**src/rtl/picorv32_wb_bridge_pkg.sv**
```systemverilog
// Shared types and constants for the picorv32 to Wishbone bridge.
// Holds the FSM encoding, the read select value and the default error read data.
package picorv32_wb_bridge_pkg;

    typedef enum logic [1:0] {
        S_IDLE = 2'd0,
        S_REQ  = 2'd1,
        S_WAIT = 2'd2
    } wb_state_e;

    localparam logic [3:0]  WB_SEL_ALL    = 4'hF;
    localparam logic [31:0] ERR_RDATA_DEF = 32'hDEADBEEF;

endpackage

```
**src/rtl/picorv32_wb_bridge_timeout.sv**
```systemverilog
// wb_timeout_counter: counts cycles while run=1, cleared by clear.
// Ports: i_clk, i_reset_n, i_run, i_clear in; o_expired out, high in the
// LIMIT-th consecutive run cycle (and held while run stays high).
module wb_timeout_counter
    import picorv32_wb_bridge_pkg::*;
#(
    parameter int unsigned LIMIT = 255,
    parameter int          WIDTH = $clog2(LIMIT + 1)
) (
    input  logic i_clk,
    input  logic i_reset_n,
    input  logic i_run,
    input  logic i_clear,
    output logic o_expired
);

    logic [WIDTH-1:0] cnt_q;
    logic [WIDTH-1:0] cnt_d;
    logic             at_limit;

    // The count lags the run cycle by one, so LIMIT-1 marks the LIMIT-th cycle.
    assign at_limit  = (cnt_q == WIDTH'(LIMIT - 1));
    assign o_expired = i_run && at_limit;

    always_comb begin
        cnt_d = cnt_q;
        if (i_clear) begin
            cnt_d = '0;
        end else if (i_run && !at_limit) begin
            cnt_d = cnt_q + WIDTH'(1);
        end
    end

    always_ff @(posedge i_clk or negedge i_reset_n) begin
        if (!i_reset_n) begin
            cnt_q <= '0;
        end else begin
            cnt_q <= cnt_d;
        end
    end

endmodule

```
**src/rtl/picorv32_wb_bridge.sv**
```systemverilog
// picorv32 native memory port to single-master pipelined Wishbone B4 bridge.
// Ports: i_mem_* / o_mem_* to the CPU, o_wb_* / i_wb_* to the bus, o_bus_err / o_err_addr status.
module picorv32_wb_bridge
    import picorv32_wb_bridge_pkg::*;
#(
    parameter int unsigned  TIMEOUT   = 255,
    parameter logic [31:0]  ERR_RDATA = ERR_RDATA_DEF
) (
    input  logic        i_clk,
    input  logic        i_reset_n,
    input  logic        i_mem_valid,
    input  logic        i_mem_instr,
    input  logic [31:0] i_mem_addr,
    input  logic [31:0] i_mem_wdata,
    input  logic [3:0]  i_mem_wstrb,
    output logic        o_mem_ready,
    output logic [31:0] o_mem_rdata,
    output logic [31:0] o_wb_addr,
    output logic [31:0] o_wb_data,
    output logic [3:0]  o_wb_sel,
    output logic        o_wb_we,
    output logic        o_wb_cyc,
    output logic        o_wb_stb,
    input  logic        i_wb_ack,
    input  logic [31:0] i_wb_data,
    input  logic        i_wb_stall,
    input  logic        i_wb_err,
    output logic        o_bus_err,
    output logic [31:0] o_err_addr
);

    localparam int TW = $clog2(TIMEOUT + 1);

    wb_state_e   state_q, state_d;
    logic        cyc_q, cyc_d;
    logic        stb_q, stb_d;
    logic        we_q, we_d;
    logic [3:0]  sel_q, sel_d;
    logic [31:0] addr_q, addr_d;
    logic [31:0] data_q, data_d;
    logic        instr_q, instr_d;
    logic        ready_q, ready_d;
    logic [31:0] rdata_q, rdata_d;
    logic        bus_err_q, bus_err_d;
    logic [31:0] err_addr_q, err_addr_d;

    logic        tmo_expired;
    logic        done;
    logic        fail;
    logic        unused_instr;

    // Fetch flag is kept with the request for debug visibility only.
    assign unused_instr = instr_q;

    wb_timeout_counter #(
        .LIMIT (TIMEOUT),
        .WIDTH (TW)
    ) u_tmo (
        .i_clk     (i_clk),
        .i_reset_n (i_reset_n),
        .i_run     (cyc_q),
        .i_clear   (state_q == S_IDLE),
        .o_expired (tmo_expired)
    );

    always_comb begin
        state_d    = state_q;
        cyc_d      = cyc_q;
        stb_d      = stb_q;
        we_d       = we_q;
        sel_d      = sel_q;
        addr_d     = addr_q;
        data_d     = data_q;
        instr_d    = instr_q;
        ready_d    = 1'b0;
        rdata_d    = '0;
        bus_err_d  = bus_err_q;
        err_addr_d = err_addr_q;
        done       = 1'b0;
        fail       = 1'b0;

        unique case (state_q)
            S_IDLE: begin
                // ready_q blocks the request still held in the ready cycle.
                if (i_mem_valid && !ready_q) begin
                    addr_d  = i_mem_addr;
                    data_d  = i_mem_wdata;
                    we_d    = |i_mem_wstrb;
                    sel_d   = (|i_mem_wstrb) ? i_mem_wstrb : WB_SEL_ALL;
                    instr_d = i_mem_instr;
                    cyc_d   = 1'b1;
                    stb_d   = 1'b1;
                    state_d = S_REQ;
                end
            end
            S_REQ, S_WAIT: begin
                if (state_q == S_REQ && !i_wb_stall) begin
                    stb_d   = 1'b0;
                    state_d = S_WAIT;
                end
                // err beats ack, ack beats a coincident timeout.
                if (i_wb_err) begin
                    done = 1'b1;
                    fail = 1'b1;
                end else if (i_wb_ack) begin
                    done = 1'b1;
                end else if (tmo_expired) begin
                    done = 1'b1;
                    fail = 1'b1;
                end
            end
            default: begin
                state_d = S_IDLE;
                cyc_d   = 1'b0;
                stb_d   = 1'b0;
            end
        endcase

        if (done) begin
            cyc_d   = 1'b0;
            stb_d   = 1'b0;
            state_d = S_IDLE;
            ready_d = 1'b1;
            if (!we_q) begin
                rdata_d = fail ? ERR_RDATA : i_wb_data;
            end
            if (fail) begin
                bus_err_d = 1'b1;
                if (!bus_err_q) begin
                    err_addr_d = addr_q;
                end
            end
        end
    end

    always_ff @(posedge i_clk or negedge i_reset_n) begin
        if (!i_reset_n) begin
            state_q    <= S_IDLE;
            cyc_q      <= 1'b0;
            stb_q      <= 1'b0;
            we_q       <= 1'b0;
            sel_q      <= '0;
            addr_q     <= '0;
            data_q     <= '0;
            instr_q    <= 1'b0;
            ready_q    <= 1'b0;
            rdata_q    <= '0;
            bus_err_q  <= 1'b0;
            err_addr_q <= '0;
        end else begin
            state_q    <= state_d;
            cyc_q      <= cyc_d;
            stb_q      <= stb_d;
            we_q       <= we_d;
            sel_q      <= sel_d;
            addr_q     <= addr_d;
            data_q     <= data_d;
            instr_q    <= instr_d;
            ready_q    <= ready_d;
            rdata_q    <= rdata_d;
            bus_err_q  <= bus_err_d;
            err_addr_q <= err_addr_d;
        end
    end

    assign o_mem_ready = ready_q;
    assign o_mem_rdata = rdata_q;
    assign o_wb_addr   = addr_q;
    assign o_wb_data   = data_q;
    assign o_wb_sel    = sel_q;
    assign o_wb_we     = we_q;
    assign o_wb_cyc    = cyc_q;
    assign o_wb_stb    = stb_q;
    assign o_bus_err   = bus_err_q;
    assign o_err_addr  = err_addr_q;

endmodule

```
**config.mk**
```make
export PLATFORM = sky130hd
export DESIGN_NAME = picorv32_wb_bridge
export DESIGN_NICKNAME = d
export VERILOG_FILES = /design/src/rtl/picorv32_wb_bridge_pkg.sv /design/src/rtl/picorv32_wb_bridge_timeout.sv /design/src/rtl/picorv32_wb_bridge.sv
export SDC_FILE = /design/constraint.sdc
export NUM_CORES = 1
export LEC_CHECK = 0
export CORE_UTILIZATION = 43
export CTS_CLUSTER_DIAMETER = 80
export DETAILED_ROUTE_END_ITERATION = 6
export PLACE_DENSITY_LB_ADDON = 0.1
export REMOVE_ABC_BUFFERS = 1
export SKIP_LAST_GASP = 1
export SLEW_MARGIN = 10
export SYNTH_ARGS = -nofsm -noshare
export SYNTH_HDL_FRONTEND = slang
export SYNTH_SLANG_ARGS = --single-unit
export TNS_END_PERCENT = 20
```
**constraint.sdc**
```tcl
create_clock -name i_clk -period 2.8 [get_ports i_clk]
set_clock_uncertainty 0.1 [all_clocks]
set_input_delay 0.56 -clock i_clk [delete_from_list [all_inputs] [get_ports i_clk]]
set_output_delay 0.56 -clock i_clk [all_outputs]
set_load 0.05 [all_outputs]
```
==> run summary, run 1 <==
• finished clean — outcome
• 0.00576 mm2 — netlist area before placement
• 0 — antenna cell count
• 0 — GRT Residual Overflow
• 0 ps — setup TNS
• 825 — non-filler instance count after layout
• 0.634 — share of synthesized area occupied by flip-flops and latches
• 14.9 um2 — average cell area after synthesis
• 376 ps — Fin Hold WS
• 41 — row count
• 0.0128 mm2 — core area
• 0.634 — Synth top area share
• 4066 — detailed-route via count
• 146 — number of flip-flops and latches in the synthesized netlist
• 0.449 — Initial Util
• 0 — Hold Violations, Final
• 2140 ps — worst endpoint required time
• 60 ps — CTS clk-pin slew, worst paths
• 0.804 mV — highest ir drop seen on vdd
• 2 — Max Buffers Root-to-Sink
• flip-flop — crit path launch type
• 0.883 — period utilisation layout
• buffers and inverters — CP delay by family, top
• 0 — ANT nets after route
• 410 ps — clock latency of the later-clocked register in the worst-skew pair
• 4.93 — ratio of routed vias to standard cells
• 9 — largest fanout of any net on the critical path
• 0.758 — weighted congestion at the end of routability-driven global placement
• 0 — number of warning messages in the yosys log
• sky130_fd_sc_hd__dfrtp_1 — largest area contributor in the netlist
• 751 — Net count, final
• reg2reg — Worst Hold Class
• 17.0 um — mean routed wirelength per cell
• 1 — Buffers & Inverters on Critical Path
• 244 — Boundary Pins
• 387 — number of instances in the synthesized netlist
• 0.564 — normalized max-slew margin
• 2470 ps — shortest clock period the worst path allows after layout
• 118 um — chip height
• 9.82 mm — detailed placer's ending HPWL
• 0.704 — post-layout utilization of the core
• 4 — H-Tree Level Count
• 0.0139 mm2 — overall die area
• sky130_fd_sc_hd__clkbuf_16 — root buffer cell
• 0 — final routed DRC violation total
• clkdlybuf4s50_1 — ordered list of cells on the worst path
• sky130_fd_sc_hd__clkdlybuf4s50_1 — cell with the largest stage delay on the worst path
• 36 — number of different library cells in the post-synthesis netlist
• 193 — Iteration-0 DRC Markers
• yes — clock tree from TritonCTS
• no — setup repair after global routing missed its margin
• 0 — fin. max-slew vios
• 146 — Clock Sinks
• 0.00838 mm2 — placed cell areas
• 0 — antenna violations before repair
• 0 — Setup Viol. Count Final
• 880 ps — peak per-stage delay on the critical path
• reg2out — class of the most critical setup path
• 17 — total clock buffers created by CTS
• 4.01 nW — leakage component of the power
• 4331 — via count of the first global-routing pass
• 14.0 mm — total length of routed wires
• 654 ps — slew of the pin with the lowest slew margin
• 4 — TritonRoute pass-1 iters
• 792 — # placed instances
• 0 — post-CTS repair timing setup buffer count
• 0.00903 mm2 — design area
• 404 MHz — Max Fclk
• 1360 mW/mm2 — Power Density
• output port — crit path capture type
• 0 — Max Cap Violations
• 242 — Port Buffers
• 56.7% — Area Overhead vs Synth
• 1810 ps — data arrival time at the worst-slack endpoint
• 118 um — chip width
• 0.217 — layout cells sized above 1
• 0.214 — GRT Total Usage
• 22.9 mm — global-route wire length before repair
• 68 — pin count of the biggest net entering global routing
• sky130_fd_sc_hd__dfrtp_1 (63%), sky130_fd_sc_hd__mux2_2 (13%), sky130_fd_sc_hd__mux2_4 (7.8%) — top cells by area in the synthesized netlist
[flip-flops by register name (all words and copies together) (netlist names)]
register and cells:
o_err_addr 32, o_mem_rdata 32, o_wb_addr 32, o_wb_data 32, u_tmo.cnt_q 8, o_wb_sel 4, o_bus_err 1, o_mem_ready 1
o_wb_cyc 1, o_wb_stb 1, o_wb_we 1, state_q 1
[cells in the mapped netlist, drive strengths merged]
| cell type | number |
|---|---|
| clkbuf | 13 |
| nand3 | 2 |
| mux2i | 1 |
| o41ai | 1 |
| a41oi | 3 |
| a31oi | 1 |
| nor3 | 10 |
| nor4 | 2 |
| a21oi | 4 |
| and2 | 8 |
| a21boi | 1 |
| o21a | 25 |
| a311oi | 1 |
| buf | 7 |
| nor2b | 3 |
| or2b | 1 |
| nor2 | 15 |
| nand3b | 1 |
| nand2b | 3 |
| nor3b | 1 |
| nand2 | 14 |
| o31ai | 1 |
| xnor2 | 1 |
| or2 | 1 |
| o31a | 1 |
| o21ai | 8 |
| mux2 | 96 |
| inv | 5 |
| a211oi | 5 |
| ha | 4 |
| nand4 | 2 |
| dfrtp | 146 |
[final cells by class]
class / count / area, um2
fillers: 902 / 3790
repair buffers: 254 / 2540
multi-input cells: 216 / 1960
flip-flops and latches: 146 / 3650
clock buffers: 22 / 484
inverters: 5 / 18.8
well taps: 172 / 215
clock inverters: 10 / 154
[per-stage QoR]
step	power [W]	worst slack, ps
4_1_cts	0.0124	299
6_report	0.0123	328
2_1_floorplan	0.00763	-463
3_5_place_dp	0.00993	381
5_1_grt	0.0128	254
3_3_place_gp	0.00981	399
[power breakdown]
group	leakage [nW]	internal (W)	switching, W	total [W]
sequential	1.84	0.00296	0.000491	0.00345
combinational	1.84	0.00239	0.00404	0.00643
clock	0.320	0.00158	0.000831	0.00241
total	4.01	0.00693	0.00536	0.0123
[kinds of logic (layout without fill, tap and decap cells)]
family,count (synthesis),after routing,share of synthesized area
AO/OA/AOI/OAI,51,51,0.0638
XOR/XNOR,1,1,0.00152
adder cells (fa/ha/maj),4,4,0.00868
buffers and inverters,25,291,0.0267
flip-flops,146,146,0.634
multiplexers,97,97,0.209
AND/OR/NAND/NOR,63,63,0.0565
[layer usage]
metal / GRT usage / part of all wire / up-vias
met5: 0 / 0 / -
met4: 0.0721 / 0.016 / 0
met3: 0.109 / 0.097 / 24
met2: 0.339 / 0.49 / 164
met1: 0.251 / 0.40 / 2015
li1: - / - / 1863
[cells in the final DEF, fill, tap and decap left out, types with 2 or more instances in the layout]
| master | n |
|---|---|
| sky130_fd_sc_hd__a21oi_1 | 4 |
| sky130_fd_sc_hd__bufinv_16 | 4 |
| sky130_fd_sc_hd__nor2b_1 | 3 |
| sky130_fd_sc_hd__o21ai_0 | 8 |
| sky130_fd_sc_hd__nand3_1 | 2 |
| sky130_fd_sc_hd__nor3_1 | 10 |
| sky130_fd_sc_hd__and2_1 | 8 |
| sky130_fd_sc_hd__mux2_4 | 30 |
| sky130_fd_sc_hd__ha_1 | 4 |
| sky130_fd_sc_hd__nand2_1 | 13 |
| sky130_fd_sc_hd__dfrtp_1 | 146 |
| sky130_fd_sc_hd__nor4_1 | 2 |
| sky130_fd_sc_hd__nand2b_1 | 3 |
| sky130_fd_sc_hd__a41oi_1 | 3 |
| sky130_fd_sc_hd__clkbuf_16 | 17 |
| sky130_fd_sc_hd__clkbuf_8 | 4 |
| sky130_fd_sc_hd__a211oi_1 | 5 |
| sky130_fd_sc_hd__o21a_1 | 25 |
| sky130_fd_sc_hd__buf_4 | 9 |
| sky130_fd_sc_hd__nor2_1 | 15 |
| sky130_fd_sc_hd__mux2_2 | 66 |
| sky130_fd_sc_hd__clkdlybuf4s50_1 | 241 |
| sky130_fd_sc_hd__inv_1 | 5 |
| sky130_fd_sc_hd__clkinv_2 | 5 |
| sky130_fd_sc_hd__buf_12 | 2 |
[repair_timing]
item,CTS,global route
hold buffers,1,0
hold endpoints to repair,15,0
resized for setup,0,0
[final timing paths]
check,from,endpoint,slack [ps],cells past startpoint
min in group asynchronous,i_reset_n,o_err_addr[7],560,2
hold / removal,o_wb_sel[1],o_wb_sel[1],380,2
max in group asynchronous,i_reset_n,o_mem_rdata[19],1270,3
setup reg to reg,u_tmo.cnt_q[0],o_err_addr[23],490,6
hold reg to reg,o_wb_sel[1],o_wb_sel[1],380,2
setup / recovery,o_wb_cyc,o_wb_cyc,330,1
Note: power is estimated with default switching activity, not from simulation.
==> run 2: changes to the inputs <==
Settings changed: CORE_UTILIZATION 43 to 42, SYNTH_HIERARCHICAL set to 1.
==> run summary, run 2 <==
• finished clean — outcome
• 412 MHz — Max Fclk
• 806 — non-filler instance count after layout
• 1770 ps — data arrival time at the worst-slack endpoint
• 0.438 — Initial Util
• 0.0139 mm2 — overall die area
• 146 — Clock Sinks
• 21.3 mm — global-route wire length before repair
• output port — crit path capture type
• u_tmo/cnt_q[0] — worst reg2reg path startpoint
• 3940 — detailed-route via count
• 0 — antenna violations before repair
• met4 — top routing layer in use
• reg2out — class of the most critical setup path
• 1.05 mm — Met3 Wirelength
• 6.38 mm — met2 layer wire length in the routed design
• 2 — Max Buffers Root-to-Sink
• 57.4% — Area Overhead vs Synth
• 652 ps — slew of the pin with the lowest slew margin
• 939 — number of inserted filler cells in the final layout
• 75 — pin count of the biggest net entering global routing
• 2430 ps — shortest clock period the worst path allows after layout
• sky130_fd_sc_hd__dfrtp_1 — largest area contributor in the netlist
• 775 — # placed instances
• 0.732 — weighted congestion at the end of routability-driven global placement
• 42 — number of different library cells in the post-synthesis netlist
• 0 — antenna cell count
• sky130_fd_sc_hd__dfrtp_1 (65%), sky130_fd_sc_hd__mux2_2 (13%), sky130_fd_sc_hd__mux2_1 (6.0%) — top cells by area in the synthesized netlist
• 0.00564 mm2 — netlist area before placement
• o_wb_cyc — crit path launch
• 1 — Buffers & Inverters on Critical Path
• 242 — Port Buffers
• 103 — Iteration-0 DRC Markers
• 146 — number of flip-flops and latches in the synthesized netlist
• 3.85 nW — leakage component of the power
• 0.0123 W — Final Power
• sky130_fd_sc_hd__dfrtp_1 (146), sky130_fd_sc_hd__mux2_2 (66), sky130_fd_sc_hd__mux2_1 (30), sky130_fd_sc_hd__o21a_1 (25) — leading cell types by count after synthesis
• sky130_fd_sc_hd__clkdlybuf4s50_1 — most common library cell in the layout ignoring fill and taps
• 41 — row count
• 15.2 um2 — average cell area after synthesis
• 0.647 — share of synthesized area occupied by flip-flops and latches
• 0 — number of hold buffers added after cts
• 0 — Max Cap Violations
• 0 — fin. max-slew vios
• 410 ps — clock latency of the later-clocked register in the worst-skew pair
• 12.9 mm — total length of routed wires
• 0.912 mV — highest ir drop seen on vdd
• buffers and inverters — CP delay by family, top
• 6 — TritonRoute pass-1 iters
• 0 — Hold Violations, Final
• 4.89 — ratio of routed vias to standard cells
• 4 — H-Tree Level Count
• 372 — number of instances in the synthesized netlist
• 1.00 — share of flip-flops with an asynchronous set or reset
• 60 ps — CTS clk-pin slew, worst paths
• 244 — Boundary Pins
• sky130_fd_sc_hd__dfrtp_1 — top-count cell post-synth
• 0 — GRT Residual Overflow
• 6 — number of warning messages in the yosys log
• yes — clock tree from TritonCTS
• 118 um — chip width
• 5.16 mm — routed metal-1 wirelength
• 9.17 mm — detailed placer's ending HPWL
• 0.0129 mm2 — core area
• 4259 — via count of the first global-routing pass
• sky130_fd_sc_hd__clkdlybuf4s50_1 (241), sky130_fd_sc_hd__dfrtp_1 (146), sky130_fd_sc_hd__mux2_2 (66), sky130_fd_sc_hd__mux2_1 (30), sky130_fd_sc_hd__o21a_1 (25) — commonest cells after routing, fill and taps aside
• 0.199 — GRT Total Usage
• 0.181 — layout cells sized above 1
• 0 — number of gates given a new drive strength after cts
• 860 ps — peak per-stage delay on the critical path
• 1380 mW/mm2 — Power Density
• 118 um — chip height
• 17 — total clock buffers created by CTS
• no — setup repair after global routing missed its margin
• in2async — Worst Hold Class
• sky130_fd_sc_hd__clkdlybuf4s50_1 — cell with the largest stage delay on the worst path
• 0 — ANT nets after route
• 733 — Net count, final
• flip-flop — crit path launch type
• 0 — count of flip-flops with a built-in enable after synthesis
• sky130_fd_sc_hd__dfrtp_1 — commonest register cell after synthesis
• 0 — post-CTS repair timing setup buffer count
• clkdlybuf4s50_1 — ordered list of cells on the worst path
• 2140 ps — worst endpoint required time
• 0 — final routed DRC violation total
• 0.565 — normalized max-slew margin
• 16.0 um — mean routed wirelength per cell
• 9 — largest fanout of any net on the critical path
• 0.647 — Synth top area share
• 0 — Setup Viol. Count Final
• 0.867 — period utilisation layout
• sky130_fd_sc_hd__clkbuf_16 — root buffer cell
==> run 2: area by class of cell <==
type	count	area (um2)	area share
sequential	146	3650	0.411
timing repair buffer	248	2530	0.285
multi-input combinational	205	1850	0.208
clock buffer	20	457	0.0514
tap	172	215	0.0242
clock inverter	11	160	0.0180
inverter	4	15.0	0.00169
==> run 2: layer usage <==
layer | vias up | global-route usage
li1 | 1816 | -
met1 | 1938 | 0.223
met2 | 162 | 0.329
met3 | 24 | 0.0795
met4 | 0 | 0.0970
met5 | - | 0
==> run 2: kinds of logic (layout without fill, tap and decap cells) <==
logic type               count (synthesis)  count (layout)  share of synthesized area
buffers and inverters                   21             283                     0.0262
multiplexers                            98              98                      0.197
adder cells (fa/ha/maj)                  4               4                    0.00887
AND/OR/NAND/NOR                         53              53                     0.0572
flip-flops                             146             146                      0.647
AO/OA/AOI/OAI                           50              50                     0.0634
==> run 2: path summary, 6_finish.rpt <==
path	end	slack (ps)	cells past startpoint
max	o_wb_cyc	370	1
min	o_mem_rdata[29]	50	1
max reg2reg	o_mem_rdata[31]	430	8
min reg2reg	o_wb_sel[0]	380	2
max in group asynchronous	o_wb_addr[1]	1870	2
min in group i_clk	o_wb_sel[0]	380	2
==> run 2: worst reg2reg max path: cells and delay by family (launching register included) <==
kind	cells	cell delay, ps
AO/OA/AOI/OAI	2	540
AND/OR/NAND/NOR	3	770
adder cells (fa/ha/maj)	1	210
flip-flops	1	400
buffers and inverters	2	280
==> run 2: metrics by stage <==
step	worst slack (ps)	utilization	hold WS, ps	cell area (um2)	TNS (ps)
5_1_grt	301	0.690	82.4	8880	0
3_3_place_gp	497	0.642	361	8260	0
3_5_place_dp	449	0.642	374	8260	0
2_1_floorplan	-993	-	164	5510	-67250
6_report	373	0.690	53.5	8880	0
4_1_cts	339	0.690	67.5	8880	0
==> run 2: where the power goes <==
| group | total (W) | internal, W | switching, W |
|---|---|---|---|
| combinational | 0.00649 | 0.00237 | 0.00413 |
| sequential | 0.00344 | 0.00298 | 0.000460 |
| clock | 0.00234 | 0.00152 | 0.000812 |
| total | 0.0123 | 0.00687 | 0.00540 |
==> run 3: changes to the inputs <==
Settings changed: CAP_MARGIN set to 20.
==> results of run 3 <==
No change in the layout: final DEF, timing and power equal those of run 2.
